$ cat src/rtl/mem_port_arbiter_if.sv
// Request/grant and memory-port bundle for mem_port_arbiter.
// slave: arbiter side; master: requesters plus memory side.
interface mem_port_arbiter_if #(
  parameter int ADDR_W = 16,
  parameter int DATA_W = 16
);
  logic              if_req;
  logic [ADDR_W-1:0] if_addr;
  logic              if_gnt;
  logic              if_rvalid;
  logic [DATA_W-1:0] if_rdata;

  logic              dp_req;
  logic              dp_we;
  logic [ADDR_W-1:0] dp_addr;
  logic [DATA_W-1:0] dp_wdata;
  logic              dp_gnt;
  logic              dp_done;
  logic [DATA_W-1:0] dp_rdata;

  logic              mem_en;
  logic              mem_we;
  logic [ADDR_W-1:0] mem_addr;
  logic [DATA_W-1:0] mem_wdata;
  logic [DATA_W-1:0] mem_rdata;

  logic              busy;

  modport slave (
    input  if_req, if_addr,
    input  dp_req, dp_we, dp_addr, dp_wdata,
    input  mem_rdata,
    output if_gnt, if_rvalid, if_rdata,
    output dp_gnt, dp_done, dp_rdata,
    output mem_en, mem_we, mem_addr, mem_wdata,
    output busy
  );

  modport master (
    output if_req, if_addr,
    output dp_req, dp_we, dp_addr, dp_wdata,
    output mem_rdata,
    input  if_gnt, if_rvalid, if_rdata,
    input  dp_gnt, dp_done, dp_rdata,
    input  mem_en, mem_we, mem_addr, mem_wdata,
    input  busy
  );
endinterface

$ cat src/rtl/mem_port_arbiter.sv
// Fetch / data-port arbiter for the single-ported memory.
// MEM_ARB_RR_EN selects round-robin; default is fixed DP > IF.
module mem_port_arbiter #(
  parameter int ADDR_W  = 16,
  parameter int DATA_W  = 16,
  parameter int MEM_LAT = 2
) (
  input  logic clk,
  input  logic rst_n,
  mem_port_arbiter_if.slave bus
);

  typedef enum logic [1:0] {
    IDLE,
    ISSUE,
    WAIT,
    DONE
  } state_t;

  state_t state;
  state_t nxt;

  logic              cur_dp;
  logic              cur_we;
  logic              last_dp;
  logic [3:0]        cnt;
  logic [ADDR_W-1:0] addr_q;
  logic [DATA_W-1:0] wdata_q;
  logic [DATA_W-1:0] if_rdata_q;
  logic [DATA_W-1:0] dp_rdata_q;

  logic arb;
  logic pick_dp;

  assign bus.mem_addr  = addr_q;
  assign bus.mem_wdata = wdata_q;
  assign bus.if_rdata  = if_rdata_q;
  assign bus.dp_rdata  = dp_rdata_q;

  always_comb begin
    nxt           = state;
    arb           = 1'b0;
    pick_dp       = 1'b0;
    bus.if_gnt    = 1'b0;
    bus.dp_gnt    = 1'b0;
    bus.if_rvalid = 1'b0;
    bus.dp_done   = 1'b0;
    bus.mem_en    = 1'b0;
    bus.mem_we    = 1'b0;
    bus.busy      = 1'b0;
    unique case (state)
      IDLE, DONE: begin
        arb = bus.if_req | bus.dp_req;
`ifdef MEM_ARB_RR_EN
        // on contention the previous loser goes next
        pick_dp = bus.dp_req
                & (~bus.if_req | ~last_dp);
`else
        pick_dp = bus.dp_req;
`endif
        nxt = arb ? ISSUE : IDLE;
        if (state == DONE) begin
          bus.if_rvalid = ~cur_dp;
          bus.dp_done   = cur_dp;
        end
      end
      ISSUE: begin
        bus.if_gnt = ~cur_dp;
        bus.dp_gnt = cur_dp;
        bus.mem_en = 1'b1;
        bus.mem_we = cur_we;
        bus.busy   = 1'b1;
        nxt        = WAIT;
      end
      WAIT: begin
        bus.busy = 1'b1;
        if (cnt == 4'd0) nxt = DONE;
      end
    endcase
  end

  always_ff @(posedge clk or negedge rst_n) begin
    if (!rst_n) begin
      state      <= IDLE;
      cur_dp     <= 1'b0;
      cur_we     <= 1'b0;
      last_dp    <= 1'b1;
      cnt        <= 4'd0;
      addr_q     <= '0;
      wdata_q    <= '0;
      if_rdata_q <= '0;
      dp_rdata_q <= '0;
    end else begin
      state <= nxt;
      if (arb) begin
        cur_dp  <= pick_dp;
        cur_we  <= pick_dp & bus.dp_we;
        addr_q  <= pick_dp ? bus.dp_addr
                           : bus.if_addr;
        wdata_q <= pick_dp ? bus.dp_wdata
                           : '0;
      end
      if (state == ISSUE) begin
        cnt     <= 4'(MEM_LAT - 1);
        last_dp <= cur_dp;
      end
      if (state == WAIT) begin
        if (cnt != 4'd0) begin
          cnt <= cnt - 4'd1;
        end else if (!cur_we) begin
          if (cur_dp) dp_rdata_q <= bus.mem_rdata;
          else        if_rdata_q <= bus.mem_rdata;
        end
      end
    end
  end

  a_last_winner: assert property (
    @(posedge clk) disable iff (!rst_n)
    state == ISSUE |=> last_dp == $past(cur_dp));

  a_one_pulse: assert property (
    @(posedge clk) disable iff (!rst_n)
    $onehot0({bus.if_gnt, bus.dp_gnt,
              bus.if_rvalid, bus.dp_done}));

endmodule

$ cat src/flat_wrapper.sv
// flat-port wrapper written by rule: the top's interface ports become plain ports
module mem_port_arbiter_flat 
#(
  parameter int ADDR_W  = 16,
  parameter int DATA_W  = 16,
  parameter int MEM_LAT = 2
)
  (clk, rst_n, bus_if_req, bus_if_addr, bus_dp_req, bus_dp_we, bus_dp_addr, bus_dp_wdata, bus_mem_rdata, bus_if_gnt, bus_if_rvalid, bus_if_rdata, bus_dp_gnt, bus_dp_done, bus_dp_rdata, bus_mem_en, bus_mem_we, bus_mem_addr, bus_mem_wdata, bus_busy);
  mem_port_arbiter_if #(.ADDR_W(ADDR_W), .DATA_W(DATA_W)) bus_i ();
  input  logic clk;
  input  logic rst_n;
  input wire logic [$bits(bus_i.if_req)-1:0] bus_if_req;
  input wire logic [$bits(bus_i.if_addr)-1:0] bus_if_addr;
  input wire logic [$bits(bus_i.dp_req)-1:0] bus_dp_req;
  input wire logic [$bits(bus_i.dp_we)-1:0] bus_dp_we;
  input wire logic [$bits(bus_i.dp_addr)-1:0] bus_dp_addr;
  input wire logic [$bits(bus_i.dp_wdata)-1:0] bus_dp_wdata;
  input wire logic [$bits(bus_i.mem_rdata)-1:0] bus_mem_rdata;
  output wire logic [$bits(bus_i.if_gnt)-1:0] bus_if_gnt;
  output wire logic [$bits(bus_i.if_rvalid)-1:0] bus_if_rvalid;
  output wire logic [$bits(bus_i.if_rdata)-1:0] bus_if_rdata;
  output wire logic [$bits(bus_i.dp_gnt)-1:0] bus_dp_gnt;
  output wire logic [$bits(bus_i.dp_done)-1:0] bus_dp_done;
  output wire logic [$bits(bus_i.dp_rdata)-1:0] bus_dp_rdata;
  output wire logic [$bits(bus_i.mem_en)-1:0] bus_mem_en;
  output wire logic [$bits(bus_i.mem_we)-1:0] bus_mem_we;
  output wire logic [$bits(bus_i.mem_addr)-1:0] bus_mem_addr;
  output wire logic [$bits(bus_i.mem_wdata)-1:0] bus_mem_wdata;
  output wire logic [$bits(bus_i.busy)-1:0] bus_busy;
  assign bus_i.if_req = bus_if_req;
  assign bus_i.if_addr = bus_if_addr;
  assign bus_i.dp_req = bus_dp_req;
  assign bus_i.dp_we = bus_dp_we;
  assign bus_i.dp_addr = bus_dp_addr;
  assign bus_i.dp_wdata = bus_dp_wdata;
  assign bus_i.mem_rdata = bus_mem_rdata;
  assign bus_if_gnt = bus_i.if_gnt;
  assign bus_if_rvalid = bus_i.if_rvalid;
  assign bus_if_rdata = bus_i.if_rdata;
  assign bus_dp_gnt = bus_i.dp_gnt;
  assign bus_dp_done = bus_i.dp_done;
  assign bus_dp_rdata = bus_i.dp_rdata;
  assign bus_mem_en = bus_i.mem_en;
  assign bus_mem_we = bus_i.mem_we;
  assign bus_mem_addr = bus_i.mem_addr;
  assign bus_mem_wdata = bus_i.mem_wdata;
  assign bus_busy = bus_i.busy;
  mem_port_arbiter #(.ADDR_W(ADDR_W), .DATA_W(DATA_W), .MEM_LAT(MEM_LAT)) u_core (.clk(clk), .rst_n(rst_n), .bus(bus_i));
endmodule
$ cat config.mk
export PLATFORM = sky130hd
export DESIGN_NAME = mem_port_arbiter_flat
export DESIGN_NICKNAME = d
export VERILOG_FILES = /design/src/rtl/mem_port_arbiter_if.sv /design/src/rtl/mem_port_arbiter.sv /design/src/flat_wrapper.sv
export SDC_FILE = /design/constraint.sdc
export NUM_CORES = 1
export LEC_CHECK = 0
export CAP_MARGIN = 30
export CELL_PAD_IN_SITES_DETAIL_PLACEMENT = 1
export CELL_PAD_IN_SITES_GLOBAL_PLACEMENT = 1
export CORE_MARGIN = 5
export CORE_UTILIZATION = 29
export DETAILED_ROUTE_END_ITERATION = 16
export PLACE_DENSITY_LB_ADDON = 0.1
export SYNTH_ARGS = -nofsm -noshare
export SYNTH_HDL_FRONTEND = slang
export SYNTH_SLANG_ARGS = --single-unit
export TNS_END_PERCENT = 30
$ cat constraint.sdc
create_clock -name clk -period 1.7 [get_ports clk]
set_clock_uncertainty 0.1 [all_clocks]
set_input_delay 0.34 -clock clk [delete_from_list [all_inputs] [get_ports clk]]
set_output_delay 0.34 -clock clk [all_outputs]
set_load 0.01 [all_outputs]
Yosys cells after proc, flatten, opt, wreduce, memory -nomap -nowiden
Index checks and enable logic that the tools add are counted.

Bits in registers: 72. Bits in latches: 0. Memory bits (writable): 0. ROM bits: 0. Bits of input ports: 69. Output and inout port bits: 71. Word-level logic and storage cells: 44. Memories kept: 0.

Add/sub/neg operators: 1. $mul: 0. Divide/modulo/power cells: 0. $lt $le $gt $ge: 0. Equal/unequal tests: 4. Shift operators: 0. Multiplexer cells: 19. Bitwise logic cells: 5. Reductions and logical operators: 7.

Operator list (count): 16-bit two-way mux (2); 1-bit two-way mux (12); 4-bit two-way mux (3); 4-bit AND reduction (2); 2-bit case mux with 3 select lines (1); 2-bit == test, second input constant (2); 4-bit logical NOT (1); 4-bit nonzero test (1); 2-bit OR reduction (2); 4-bit by 1-bit subtractor with 4-bit output, second input constant (1); 1-bit NOT (3); 2-bit by 1-bit == test with 1-bit output, second input constant (1); 2-bit logical NOT (1); 2-bit two-way mux (1); 2-bit by 1-bit inequality test with 1-bit output, second input constant (1); 1-bit bitwise AND (1); 1-bit OR (1).

Longest topological paths before layout
Depth in word-level cells: 4. Mapped depth: 7. Gate-level depth less buffers: 5.

Worst setup path before layout
OpenSTA, ideal clock, no wires.

Kind: register to register. Start: reg u_core.state[0]. End: reg u_core.addr_q[15] (netlist: u_core.bus.mem_addr[15]). Data arrival time: 1.438 ns. Data required time: 1.467 ns. Path slack: 0.029 ns. Cell stages (with the launch flop): 8. Buffers on the path: 2. Cell sequence: dfrtp_1 > inv_1 > ha_1 > and2_1 > buf_2 > buf_6 > mux2i_1 > o21ai_0.

Cells in the longest elaborated chain, start to end: 4.

RTL lines: from (decl) (line mem_port_arbiter.sv:20) `state_t state;`; from (signal assigned) (line mem_port_arbiter.sv:94) `state <= nxt;`; 2-bit == test / 2-bit logical NOT (equally long branches) (line mem_port_arbiter.sv:51) `unique case (state)`; 2-bit OR reduction * (line mem_port_arbiter.sv:51); 1-bit two-way mux (line mem_port_arbiter.sv:51); 16-bit two-way mux (line mem_port_arbiter.sv:98) `addr_q <= pick_dp ? bus.dp_addr`; to (signal assigned) (line mem_port_arbiter.sv:98); to (decl) (line mem_port_arbiter.sv:27) `logic [ADDR_W-1:0] addr_q;`.

Mark *: on every way between the ends. The rest lies on a longest branch, timed or not. A chain may end at the register's enable or synchronous reset.

Final worst setup path
Start: reg u_core.state[1]. End: out bus_dp_done.

Cells in the longest elaborated chain, start to end: 3.

RTL lines: 2-bit == test / 2-bit logical NOT (equally long branches) (line mem_port_arbiter.sv:51, mem_port_arbiter.sv:62); 1-bit two-way mux / 2-bit OR reduction (equally long branches) (line mem_port_arbiter.sv:62, mem_port_arbiter.sv:51); 1-bit two-way mux * (line mem_port_arbiter.sv:51); to (decl) (line flat_wrapper.sv:23) `output wire logic [$bits(bus_i.dp_done)-1:0] bus_dp_done;`.

Marked as above.

==> PnR_summary.wiki <==
{| class="wikitable"
! Metric !! Value
|-
| Depth of the worst register-to-register path || 6
|-
| Reported leakage power || 0.002438 uW
|-
| Initial Util || 29.47%
|-
| Post-DRT Antenna Nets || 0
|-
| Overall power after layout || 9164 uW
|-
| Endpoint with the worst hold slack || u_core.bus.mem_addr[6]$_DFFE_PN0P_
|-
| Synth-to-layout area growth || 65.18%
|-
| Final layout net count || 454
|-
| Violated checks || setup timing
|-
| Count of flip-flops with a built-in enable after synthesis || 0
|-
| Power per Cell Area || 1832 mW/mm2
|-
| Placeable core region || 0.01028 mm2
|-
| Final non-filler cell area || 0.005004 mm2
|-
| Final cell utilization of the core || 48.69%
|-
| Setup repair after global routing missed its margin || yes
|-
| HPWL after detailed placement || 6440 um
|-
| DRC viols || 0
|-
| Setup violators final || 31
|-
| Mapped Nets || 296
|-
| Number of levels in the clock H-tree || 3
|-
| Count of max-cap constraint violations || 0
|-
| Critical-path maximum fanout || 4
|-
| End of the worst register-to-register path || u_core.bus.mem_wdata[6]$_DFFE_PN0P_
|-
| 1st-iter DRT viols || 33
|-
| Register bit total from synthesis || 72
|-
| Worst hold path class || register to register
|-
| Die outline area || 0.01259 mm2
|-
| Iteration count of the initial detailed-routing pass || 4
|-
| Leading register cell type out of synthesis || sky130_fd_sc_hd__dfrtp_1
|-
| Number of global-route vias before repair || 2648
|-
| Hold Fails Final Rpt || 0
|-
| Unique cell type count in the Yosys netlist || 28
|-
| Achievable Freq || 556.8 MHz
|-
| Ratio of cells with drive above 1 in the final layout || 21.50%
|-
| Initial antenna violation count || 0
|-
| Root buffer cell || sky130_fd_sc_hd__clkbuf_8
|-
| Final wirelength || 8757 um
|-
| Capturing element type of the critical path || output port
|-
| Port-buffer cells || 139
|-
| Total GRT Usage || 14.13%
|-
| First-pass GRT wire length || 14140 um
|-
| Overflow after GRT || 0
|-
| Number of rows created at floorplan || 37
|-
| Netlist area before placement || 0.003029 mm2
|-
| Outcome || complete, but fails checks
|-
| Critical setup path kind || register to output port
|-
| Yosys synthesis warning count || 0
|-
| Average footprint of a synthesized cell || 13.58 um2
|-
| Slew HR || 73.05%
|-
| Min setup slack post-route || -0.09608 ns
|-
| Io pins || 140
|-
| Number of inserted diodes || 0
|-
| Final weighted congestion in routability-driven placement || 0.7150
|-
| Fraction of the yosys area taken by sequential cells || 59.48%
|-
| Startpoint type of the worst setup path || register
|-
| Worst vdd rail ir drop || 0.0004819 V
|-
| Launching instance or port of the critical path || u_core.state[1]$_DFFE_PN0P_
|-
| Minimum period implied by the final worst setup slack || 1.796 ns
|-
| Least-Margin Pin Slew || 0.4042 ns
|-
| TritonCTS buffer count || 9
|-
| Total number of vias || 2314
|-
| Origin of the worst min-delay path || u_core.bus.mem_addr[6]$_DFFE_PN0P_
|-
| Share of flip-flops with an asynchronous set or reset || 100.0%
|-
| Clock Tree Buf Depth || 2
|-
| CP Data Required Time || 1.26 ns
|-
| Placed Area || 0.004715 mm2
|-
| Arrival time worst endpoint || 1.36 ns
|-
| Ratio of routed vias to standard cells || 4.433
|-
| Clock latency reported for the late side of the worst-skew pair || 0.34 ns
|-
| Crit share post-route || 105.7%
|-
| Die Span X || 112.2 um
|-
| Largest net degree at the start of global routing || 73
|-
| Max-slew violation count || 0
|-
| Clock transition at the registers of the reported paths || 0.09 ns
|-
| Critical register-to-register path startpoint || u_core.state[1]$_DFFE_PN0P_
|-
| Post-Syn Instances || 223
|-
| Number of cells on the worst hold path || 2
|-
| Die boundary height || 112.2 um
|-
| Slack of the worst reg-to-reg path || -0.09 ns
|-
| Number of sinks driven by the clock tree || 72
|-
| Post-detailed-route wirelength per cell || 16.78 um
|-
| CTS tree || yes
|}
-- area by class of cell --
type | count | area [um2]
Inverter | 6 | 22.52
Fill cell | 1105 | 5274
Clock buffer | 10 | 127.6
Clock inverter | 6 | 67.56
Multi-Input combinational cell | 134 | 1196
Sequential cell | 72 | 1803
Timing Repair Buffer | 158 | 1617
Tap cell | 136 | 170.2
-- layout by cell type (no fill, tap or decap), types with 3 or more instances in the layout --
cell type                         instances
sky130_fd_sc_hd__o21ai_1                  4
sky130_fd_sc_hd__dlygate4sd2_1           44
sky130_fd_sc_hd__mux2_4                  10
sky130_fd_sc_hd__inv_1                    4
sky130_fd_sc_hd__buf_2                    4
sky130_fd_sc_hd__dlymetal6s2s_1          17
sky130_fd_sc_hd__nor2_1                   4
sky130_fd_sc_hd__buf_4                    8
sky130_fd_sc_hd__ha_4                     3
sky130_fd_sc_hd__buf_12                   6
sky130_fd_sc_hd__a22o_1                  17
sky130_fd_sc_hd__dfrtp_1                 71
sky130_fd_sc_hd__nand2_1                 19
sky130_fd_sc_hd__mux2i_1                 16
sky130_fd_sc_hd__mux2_2                  17
sky130_fd_sc_hd__buf_6                    6
sky130_fd_sc_hd__mux2_1                   6
sky130_fd_sc_hd__o21ai_0                 16
sky130_fd_sc_hd__clkbuf_8                 9
sky130_fd_sc_hd__clkdlybuf4s50_1         70
-- stage by stage --
step           hold slack [ns]  setup TNS (ns)  std cells  worst slack [ns]
2_1_floorplan         -0.05559               0        223           0.02931
3_3_place_gp            0.2942          -2.249        502           -0.1365
3_5_place_dp            0.2911          -4.149        502           -0.1897
4_1_cts                 0.3859          -2.032        520           -0.1257
5_1_grt                 0.4031          -3.895        522           -0.1774
6_report                0.3757          -1.730        522          -0.09608
-- worst max path at each step --
| stage | endpoint | cells past startpoint |
|---|---|---|
| floorplan | u_core.bus.mem_addr[15]$_DFFE_PN0P_ | 7 |
| global placement | bus_dp_done | 3 |
| detailed placement | bus_dp_done | 3 |
| CTS | bus_dp_done | 3 |
| global route | bus_if_rvalid | 4 |
| finish | bus_dp_done | 3 |
-- flip-flops by register name (all words and copies together), names as in the netlist --
name,count
u_core.cnt,4
u_core.bus.dp_rdata,16
u_core.cur_we,1
u_core.bus.mem_addr,16
u_core.bus.if_rdata,16
u_core.cur_dp,1
u_core.state,2
u_core.bus.mem_wdata,16
-- metal layers --
layer  up-vias  wire length [um]  GRT usage (%)
li1       1100                 -              -
met1      1115              3626          16.67
met2        86              4280          23.48
met3        13               713          5.391
met4         0               136          5.128
met5         -                 0              0
-- timing repair --
action | in CTS | in global routing
gates cloned | 0 | 1
setup endpoints to repair | 82 | 71
setup buffers | 1 | 1
hold buffers | 1 | 0
resized for setup | 91 | 23
pin swaps | 2 | 1
endpoints found under the hold margin | 72 | 0
-- cell usage after synthesis (4+ instances only) --
library cell	instances	area, um2
sky130_fd_sc_hd__a22o_1	17	148.9
sky130_fd_sc_hd__buf_2	5	25.02
sky130_fd_sc_hd__dfrtp_1	72	1802
sky130_fd_sc_hd__ha_1	4	50.05
sky130_fd_sc_hd__inv_1	6	22.52
sky130_fd_sc_hd__mux2_1	6	67.56
sky130_fd_sc_hd__mux2_2	17	191.4
sky130_fd_sc_hd__mux2_4	10	150.1
sky130_fd_sc_hd__mux2i_1	17	170.2
sky130_fd_sc_hd__nand2_1	19	71.32
sky130_fd_sc_hd__nor2_1	4	15.01
sky130_fd_sc_hd__o21ai_0	20	100.1
-- power breakdown --
part	internal (uW)	switching [uW]	total, uW
registers	2560	469	3030
clock network	684	671	1350
logic	2640	2140	4780
total	5880	3280	9160
-- worst max-delay path: stages, from the launching register on --
cell,delay (ns)
sky130_fd_sc_hd__dfrtp_2,0.45
sky130_fd_sc_hd__ha_4,0.29
sky130_fd_sc_hd__and3_4,0.17
sky130_fd_sc_hd__buf_6,0.10
-- logic make-up after synthesis --
| family | synth area share (%) |
|---|---|
| buf+inv | 3.180 |
| flops | 59.48 |
| xor+xnor | 0.2892 |
| fa+ha+maj | 1.652 |
| simple gates | 6.898 |
| compound gates | 9.376 |
| mux | 19.12 |
No activity file was read; power rests on OpenSTA's default activity.
